## config.mk

```make
export PLATFORM = sky130hd
export DESIGN_NAME = mmio_uart_tx
export DESIGN_NICKNAME = d
export VERILOG_FILES = /design/src/rtl/mmio_uart_tx.sv
export SDC_FILE = /design/constraint.sdc
export NUM_CORES = 1
export LEC_CHECK = 0
export ABC_AREA = 1
export BUFFER_PORTS_ARGS = -buffer_cell sky130_fd_sc_hd__clkbuf_2
export CAP_MARGIN = 40
export CORE_ASPECT_RATIO = 0.5
export CORE_MARGIN = 4
export CORE_UTILIZATION = 50
export CTS_CLUSTER_SIZE = 25
export DETAILED_ROUTE_END_ITERATION = 8
export GPL_ROUTABILITY_DRIVEN = 0
export PLACE_DENSITY = 0.86
export REMOVE_ABC_BUFFERS = 1
export SYNTH_ARGS = -nofsm -noshare
export SYNTH_HDL_FRONTEND = slang
export SYNTH_SLANG_ARGS = --single-unit
export TNS_END_PERCENT = 30
```

## constraint.sdc

```tcl
create_clock -name clk -period 2.7 [get_ports clk]
set_input_delay 0.27 -clock clk [delete_from_list [all_inputs] [get_ports clk]]
set_output_delay 0.27 -clock clk [all_outputs]
set_load 0.1 [all_outputs]
```

## src/rtl/mmio_uart_tx.sv

```systemverilog
// mmio_uart_tx
// Memory-mapped UART transmitter snooping the core's store bus. Stores to
// TXADDR push writedata[7:0] into a circular FIFO; the FSM drains the FIFO
// as 8N1 frames on tx (LSB first). The core cannot stall, so a store to a
// full FIFO is dropped and recorded in the sticky overflow flag. A store to
// CTRLADDR with writedata[0]=1 clears overflow.
//
// Build option: define MMIO_UART_PARITY_EN to insert an even-parity bit
// between the data bits and the stop bit (frame becomes 11 bit times).
//
// Ports:
//   clk       in   system clock, rising edge
//   rst       in   asynchronous active-high reset
//   memwrite  in   store strobe from the core
//   dataaddr  in   store address (full-width compare)
//   writedata in   store data
//   tx        out  registered serial line, idle high
//   busy      out  frame in flight or FIFO non-empty
//   overflow  out  sticky: a TXADDR store was dropped
//   level     out  current FIFO occupancy
//
// Handshake: there is none on the bus side. A qualifying store is sampled on
// the rising edge where memwrite is high; it is either accepted or dropped
// in that same edge, never held off.
module mmio_uart_tx #(
  parameter int                WIDTH    = 32,
  parameter logic [WIDTH-1:0]  TXADDR   = 32'hFFFF_FF00,
  parameter logic [WIDTH-1:0]  CTRLADDR = 32'hFFFF_FF04,
  parameter int                DEPTH    = 8,
  parameter int                CLKDIV   = 16
) (
  input  logic                     clk,
  input  logic                     rst,
  input  logic                     memwrite,
  input  logic [WIDTH-1:0]         dataaddr,
  input  logic [WIDTH-1:0]         writedata,
  output logic                     tx,
  output logic                     busy,
  output logic                     overflow,
  output logic [$clog2(DEPTH):0]   level
);

  localparam int PW = $clog2(DEPTH);
  localparam int LW = PW + 1;
  localparam int DW = $clog2(CLKDIV);
  localparam logic [LW-1:0] DEPTH_L  = LW'(DEPTH);
  localparam logic [DW-1:0] DIV_LAST = DW'(CLKDIV - 1);

  typedef enum logic [2:0] {
    S_IDLE,
    S_START,
    S_DATA,
`ifdef MMIO_UART_PARITY_EN
    S_PARITY,
`endif
    S_STOP
  } state_t;

  state_t          state_q, state_d;
  logic [DW-1:0]   div_q, div_d;
  logic [2:0]      bit_q, bit_d;
  logic [7:0]      shift_q, shift_d;
  logic [PW-1:0]   wr_ptr_q, wr_ptr_d;
  logic [PW-1:0]   rd_ptr_q, rd_ptr_d;
  logic [LW-1:0]   level_q, level_d;
  logic            overflow_q, overflow_d;
  logic            tx_q, tx_d;
  logic [7:0]      mem_q [DEPTH];
  logic [7:0]      mem_d [DEPTH];
`ifdef MMIO_UART_PARITY_EN
  logic            parity_q, parity_d;
`endif

  logic            push_req, clr_req, push_ok, pop, div_done, have_data;
  logic [7:0]      head;
  logic            unused_wdata;

  assign unused_wdata = ^writedata[WIDTH-1:8];
  assign head         = mem_q[rd_ptr_q];

  always_comb begin
    push_req   = memwrite && (dataaddr == TXADDR);
    clr_req    = memwrite && (dataaddr == CTRLADDR) && writedata[0];
    have_data  = (level_q != '0);
    div_done   = (div_q == DIV_LAST);
    pop        = 1'b0;
    state_d    = state_q;
    div_d      = div_q + DW'(1);
    bit_d      = bit_q;
    shift_d    = shift_q;
`ifdef MMIO_UART_PARITY_EN
    parity_d   = parity_q;
`endif

    unique case (state_q)
      S_IDLE: begin
        div_d = '0;
        if (have_data) begin
          pop     = 1'b1;
          state_d = S_START;
        end
      end
      S_START: begin
        if (div_done) begin
          state_d = S_DATA;
          bit_d   = 3'd0;
        end
      end
      S_DATA: begin
        if (div_done) begin
          shift_d = shift_q >> 1;
          bit_d   = bit_q + 3'd1;
          if (bit_q == 3'd7) begin
`ifdef MMIO_UART_PARITY_EN
            state_d = S_PARITY;
`else
            state_d = S_STOP;
`endif
          end
        end
      end
`ifdef MMIO_UART_PARITY_EN
      S_PARITY: begin
        if (div_done) state_d = S_STOP;
      end
`endif
      S_STOP: begin
        // Last stop cycle: pop straight into the next start bit so
        // back-to-back frames have no idle gap.
        if (div_done) begin
          if (have_data) begin
            pop     = 1'b1;
            state_d = S_START;
          end else begin
            state_d = S_IDLE;
          end
        end
      end
      default: state_d = S_IDLE;
    endcase

    // Bit timing restarts on every state change.
    if (state_d != state_q) div_d = '0;

    if (pop) begin
      shift_d = head;
`ifdef MMIO_UART_PARITY_EN
      parity_d = ^head;
`endif
    end

    // A pop on the same edge frees a slot, so a full FIFO still accepts.
    push_ok  = push_req && ((level_q != DEPTH_L) || pop);

    mem_d    = mem_q;
    wr_ptr_d = wr_ptr_q;
    rd_ptr_d = rd_ptr_q;
    if (push_ok) begin
      mem_d[wr_ptr_q] = writedata[7:0];
      wr_ptr_d        = wr_ptr_q + PW'(1);
    end
    if (pop) rd_ptr_d = rd_ptr_q + PW'(1);

    unique case ({push_ok, pop})
      2'b10:   level_d = level_q + LW'(1);
      2'b01:   level_d = level_q - LW'(1);
      default: level_d = level_q;
    endcase

    // Set beats clear when both happen on one edge.
    overflow_d = overflow_q;
    if (clr_req) overflow_d = 1'b0;
    if (push_req && !push_ok) overflow_d = 1'b1;

    // tx is registered from the next state so it changes with the state.
    unique case (state_d)
      S_START:  tx_d = 1'b0;
      S_DATA:   tx_d = shift_d[0];
`ifdef MMIO_UART_PARITY_EN
      S_PARITY: tx_d = parity_d;
`endif
      default:  tx_d = 1'b1;
    endcase
  end

  always_ff @(posedge clk or posedge rst) begin
    if (rst) begin
      state_q    <= S_IDLE;
      div_q      <= '0;
      bit_q      <= '0;
      shift_q    <= '0;
      wr_ptr_q   <= '0;
      rd_ptr_q   <= '0;
      level_q    <= '0;
      overflow_q <= 1'b0;
      tx_q       <= 1'b1;
      mem_q      <= '{default: '0};
`ifdef MMIO_UART_PARITY_EN
      parity_q   <= 1'b0;
`endif
    end else begin
      state_q    <= state_d;
      div_q      <= div_d;
      bit_q      <= bit_d;
      shift_q    <= shift_d;
      wr_ptr_q   <= wr_ptr_d;
      rd_ptr_q   <= rd_ptr_d;
      level_q    <= level_d;
      overflow_q <= overflow_d;
      tx_q       <= tx_d;
      mem_q      <= mem_d;
`ifdef MMIO_UART_PARITY_EN
      parity_q   <= parity_d;
`endif
    end
  end

  assign tx       = tx_q;
  assign level    = level_q;
  assign overflow = overflow_q;
  assign busy     = (state_q != S_IDLE) || (level_q != '0);

endmodule

```

# Word level (Yosys, flattened, before mapping)
# Index checks and enable logic that the tools add are counted.
[word_totals]
input_bits = 67
word_cells = 91
reg_bits = 94
out_inout_bits = 7
[op_classes]
n_reduce_logical = 19
add_sub_neg = 6
n_eq_ne = 15
n_bitwise = 2
n_mux = 28
n_lt_le_gt_ge = 3
[op_table]
columns = ["cell", "count"]
rows = [
  ["$bwmux W64", 1],
  ["$eq A32 B32 Y1 const B", 2],
  ["$mux W8", 6],
  ["$bmux W8 S3", 1],
  ["$demux W8 S3", 1],
  ["$mux W3", 7],
  ["$pmux W3 S4", 1],
  ["$reduce_bool A2 Y1", 5],
  ["$add A3 B1 Y3 const B", 3],
  ["$eq A3 B2 Y1 const B", 3],
  ["$add A4 B1 Y4 const B", 2],
  ["$ge A4 B4 Y1 const B", 2],
  ["$mux W4", 2],
  ["$not A3 Y4", 2],
  ["$pmux W4 S2", 1],
  ["$eq A3 B1 Y1 const B", 2],
  ["$logic_and A1 B1 Y1", 6],
  ["$pmux W3 S2", 1],
  ["$mux W1", 5],
  ["$eq A4 B4 Y1 const B", 1],
  ["$lt A4 B1 Y1 const B", 1],
  ["$ne A2 B2 Y1 const B", 2],
  ["$ne A4 B4 Y1 const B", 1],
  ["$pmux W1 S2", 2],
  ["other kinds (12)", 13],
]

# Longest topological paths before layout
[depth]
word_depth = 9
ltp_mapped = 15
depth_no_buf = 14

# Worst setup path before layout
# OpenSTA, ideal clock, no wires.
[synth_timing]
kind = "reg2reg"
startpoint = "register level_q[2] (netlist: level[2])"
endpoint = "register level_q[2] (netlist: level[2])"
synth_period_minus_slack_ns = 2.773
path_stages_with_launch = 13
setup_time_ns = 0.083
required_ns = 2.617
path_buffers = 1
arrival_time_ns = 2.690
slack_ns = -0.073
cell_sequence = "dfrtp_1 -> nor2_1 -> nand4_4 -> buf_6 -> nand3_1 -> ha_1 -> nand2_1 -> inv_1 -> nor2_1 -> ha_1 -> a21oi_1 -> xor2_1 -> o21ai_0"
[synth_via]
elab_chain_cells = 8
elab_cells_between_ends = 13
classes_between = "add/sub: 2; eq/ne: 3; mux: 4; reduce/logical: 4"
[synth_lines]
columns = ["item", "line", "text"]
rows = [
  ["start, declared", "65", "logic [LW-1:0] level_q, level_d;"],
  ["start signal, assigned", "208", "level_q <= level_d;"],
  ["$reduce_bool A4 Y1", "84", "have_data = (level_q != '0);"],
  ["$mux W1", "98, 131", ""],
  ["$mux W1", "130", "if (div_done) begin"],
  ["$pmux W1 S2", "95", "unique case (state_q)"],
  ["$logic_or A1 B1 Y1", "153", "push_ok = push_req && ((level_q != DEPTH_L) || pop);"],
  ["$logic_and A1 B1 Y1", "153", ""],
  ["$eq A2 B1 Y1 or $eq A2 B2 Y1 (tied branches)", "164", "unique case ({push_ok, pop})"],
  ["$pmux W4 S2 or $reduce_bool A2 Y1 (tied branches)", "n/a", ""],
]
# Parallel ways exist; a longest one is shown, timed or not.
# A chain may end at the register's enable or synchronous reset.

# Worst setup path after layout
[layout_timing]
startpoint = "register div_q[0]"
endpoint = "register level_q[2] (netlist: level[2])"
[layout_via]
elab_chain_cells = 7
elab_cells_between_ends = 9
classes_between = "eq/ne: 3; mux: 3; reduce/logical: 3"
[layout_lines]
columns = ["item", "line", "text"]
rows = [
  ["start, declared", "60", "logic [DW-1:0] div_q, div_d;"],
  ["start signal, assigned", "203", "div_q <= div_d;"],
  ["$eq A4 B4 Y1 *", "85", "div_done = (div_q == DIV_LAST);"],
  ["$mux W1 *", "130", ""],
  ["$pmux W1 S2 *", "95", ""],
  ["$logic_or A1 B1 Y1", "153", ""],
  ["$logic_and A1 B1 Y1", "153", ""],
  ["$eq A2 B1 Y1 or $eq A2 B2 Y1 (tied branches)", "164", ""],
  ["$pmux W4 S2 or $reduce_bool A2 Y1 (tied branches)", "n/a", ""],
]
# Every way passes the cells marked *; elsewhere a longest branch is shown, timed or not.

==> flow_summary_export.csv <==
group,metric,value,unit
setup_path,cp_max_fo,7,
clock_network,cts_max_level,3,
grt,grt_use_met1,29.4,%
synth,yosys.area.top_type,"dfrtp_1",
die,coreArea,0.00973,mm2
setup_path,slowest_stage,"dfrtp_1",
die,initial_core_util,52.8,%
die,rows,25,
grt,top_usage_layer,"met2",
grt,grt_pass1_vias,4580,
power,p_int,2.60,mW
power,fin_total_pwr,4.39,mW
drt,drt-vias-per-instance,5.53,
flow_run,maxCapViolCount,0,
drt,drt_iter0_markers,494,
grt,grt_pass1_wl,21.5,mm
setup_path,cp_data_arrival_time,2.60,ns
clock_network,ctsResizeCount,0,
layout,final_nets,775,
die,die_h,79.6,um
layout,nFillCells,826,
grt,use_met2,37.7,%
clock_network,cts_buffers,9,
clock_network,clock_latency,0.34,ns
sta,setup_viol,0,
place,place_area,0.00547,mm2
synth,synth_flop_cell,"dfrtp_1",
drt,dr.pass1.iters,7,
clock_network,clkTransAtPathRegs,0.06,ns
clock_network,clkSinkCount,94,
grt,grt_max_degree,83,
power,p_per_area,761,mW/mm2
synth,synth_area_per_cell,7.80,um2
sta,hold_viol_final,0,
setup_path,crit_top_cell,"ha_1",
layout,drive_above_1_share,15.7,%
layout,diodes,0,
setup_path,critPathBufInv,2,
synth,synth_area,0.00513,mm2
sta,fin_crit_sh,86.7,%
sta,worst_pin_slew,0.712,ns
grt,use_met3,5.16,%
power,p_switching,1.79,mW
place,post-dp-hpwl,8.49,mm
clock_network,cts_buffer_depth,2,
place,pre_cts_ws,0.371,ns
drt,ant_nets,0,
synth,netlist.area_leader.share,45.3,%
setup_path,path_class,"flip-flop to flip-flop",
power,p_comb_share,34.9,%
synth,synthCells,658,
clock_network,tritoncts,"built",
run_status,violations,"DRC",
synth,synth_edf_count,0,
setup_path,cpPeakStageDelay,0.39,ns
setup_path,critical_path.top_delay_family,"adder cells",
die,io_pins,74,
sta,finClkSkew,0.00727,ns
drt,via_count,4649,
die,die_width,151,um
sta,hold_ws,0.273,ns
drt,routed_wl,12.7,mm
synth,yosysWarnings,0,
power,p_seq_share,37.7,%
synth,synth-seq-cells,94,
setup_path,crit_path_end_kind,"flip-flop",
grt,gr-total-overflow,0,
power,vdd_ir_drop_max,0.438,mV
sta,rsz0062_at_grt,"no",
power,clockPowerShare,27.4,%
drt,drc,1,
sta,max_slew_margin,52.5,%
setup_path,critPathRequiredTime,2.96,ns
sta,finalMaxSlewViolations,0,
synth,ys_types,41,
setup_path,start_kind,"flip-flop",
clock_network,clock-root-buffer,"clkbuf_16",
layout,post-route-util,59.3,%
sta,fmax,427,MHz
min_path,worstHoldPathType,"input port to flip-flop",
drt,wl_per_cell,15.1,um
layout,syn_to_final_growth,12.4,%
power,cellLeakagePower,3.00,nW
sta,layout_setup_ws,0.359,ns
power,sw_frac_of_total,40.8,%
clock_network,cts_setup_buffers,0,
run_status,status,"finished, violations left",
grt,antenna_found_initial,0,
sta,period_needed,2.34,ns
place,io_buffers,49,
synth,ys_seq_area_share,45.9,%
synth,async_flop_share,100,%
die,die-area,0.0120,mm2
layout,fin_area,0.00577,mm2
setup_path,path_cells,"ha_1, nand3_4, clkinv_2, nand2_2, nand4_4, nand3_1, ha_1, nand2_1, inv_1, nor2_1, ha_1, a21oi_1, xor2_1, o21ai_0",
grt,grt_use_total,22.7,%
synth,synthTopCellsByArea,"dfrtp_1 45%, nand2_1 18%, nand3_1 12%",
cell families (layout without fill, tap and decap cells):
group                      after synthesis  count (layout)  synth area share [%]
and+or+nand+nor                        448             448                  40.5
DFF                                     94              94                  45.9
buffers and inverters                   65             112                  6.19
AOI/OAI and AO/OA                       35              35                  4.27
adders and majority gates                8               8                  1.95
xor gates and xnor gates                 7               7                  1.19
other                                    1               1                0.0731
final timing paths:
kind	start	endpoint	cells after the start	slack, ns
worst max-delay path	div_q[0]	level[2]	14	0.36
worst min-delay path	dataaddr[2]	overflow	4	0.27
worst max register to register	div_q[0]	level[2]	14	0.36
worst min register to register	mem_q[31]	mem_q[31]	2	0.47
max in group asynchronous	rst	mem_q[36]	4	1.61
min in group asynchronous	rst	div_q[2]	3	0.38
placed cells by master (no fill, tap or decap), drive strengths merged:
cell	synthesis	layout
a21oi	1	1
a22o	2	2
a22oi	4	4
a31o	1	1
and2	1	1
buf	14	11
clkbuf	16	59
clkinv	3	6
clkinvlp	0	2
conb	1	1
dfrtp	93	93
dfstp	1	1
dlygate4sd3	0	1
ha	8	8
inv	32	33
nand2	250	250
nand3	124	124
nand4	13	13
nor2	56	56
nor3	2	2
o211ai	5	5
o21a	1	1
o21ai	19	19
o221ai	2	2
or2	2	2
xnor2	2	2
xor2	5	5
cell usage after synthesis, types with 4 or more instances:
library cell and instances:
nand2_1 248, inv_1 26, ha_1 8, inv_2 5, nand4_4 7, o211ai_1 5, xor2_1 5, nand4_1 4
dfrtp_1 93, clkbuf_1 16, nor2_1 46, o21ai_0 13, nand3_1 122, a22oi_1 4, nor2_2 7, o21ai_1 6
buf_2 7
power by group through the flow:
stage                     Sequential, mW  Clock [mW]  Combinational, mW
after floorplan                     1.97           0              0.747
after global placement              1.67           0               1.46
after detailed placement            1.67           0               1.50
after CTS                           1.65        1.22               1.51
after global routing                1.67        1.29               1.68
final                               1.65        1.20               1.53
routing by layer:
layer  share of wire, %  wire (um)
met1                 42       5360
met2                 47       5990
met3                8.2       1040
met4                2.2        274
met5                  0          0
stage by stage:
stage / instances / setup TNS [ns]
finish: 840 / 0
global route: 840 / 0
CTS: 840 / 0
detailed placement: 823 / 0
global placement: 823 / 0
floorplan: 628 / -1.81
timing repair:
| item | in CTS | in global routing |
|---|---|---|
| endpoints found under the setup margin | 0 | 0 |
| endpoints found under the hold margin | 11 | 0 |
| hold buffers | 1 | 0 |
cell type report:
cell class,instances,area (um2),share of cell area [%]
inverters,35,136,2.36
clock inverters,6,45.0,0.781
repair buffers,61,363,6.29
clock buffers,10,239,4.14
flip-flops and latches,94,2350,40.8
well taps,135,169,2.93
multi-input cells,499,2460,42.7
tightest hold or removal path, stage by stage:
cell and delay, ns:
clkbuf_2 0.11, nor3_1 0.08, nand3_1 0.07, nand2_1 0.04
flip-flops by register name (all words and copies together), names as in the netlist:
register	flops
wr_ptr_q	3
rd_ptr_q	3
shift_q	8
tx	1
div_q	4
mem_q	64
level	4
overflow	1
state_q	3
bit_q	3
Note: power is estimated with default switching activity, not from simulation.
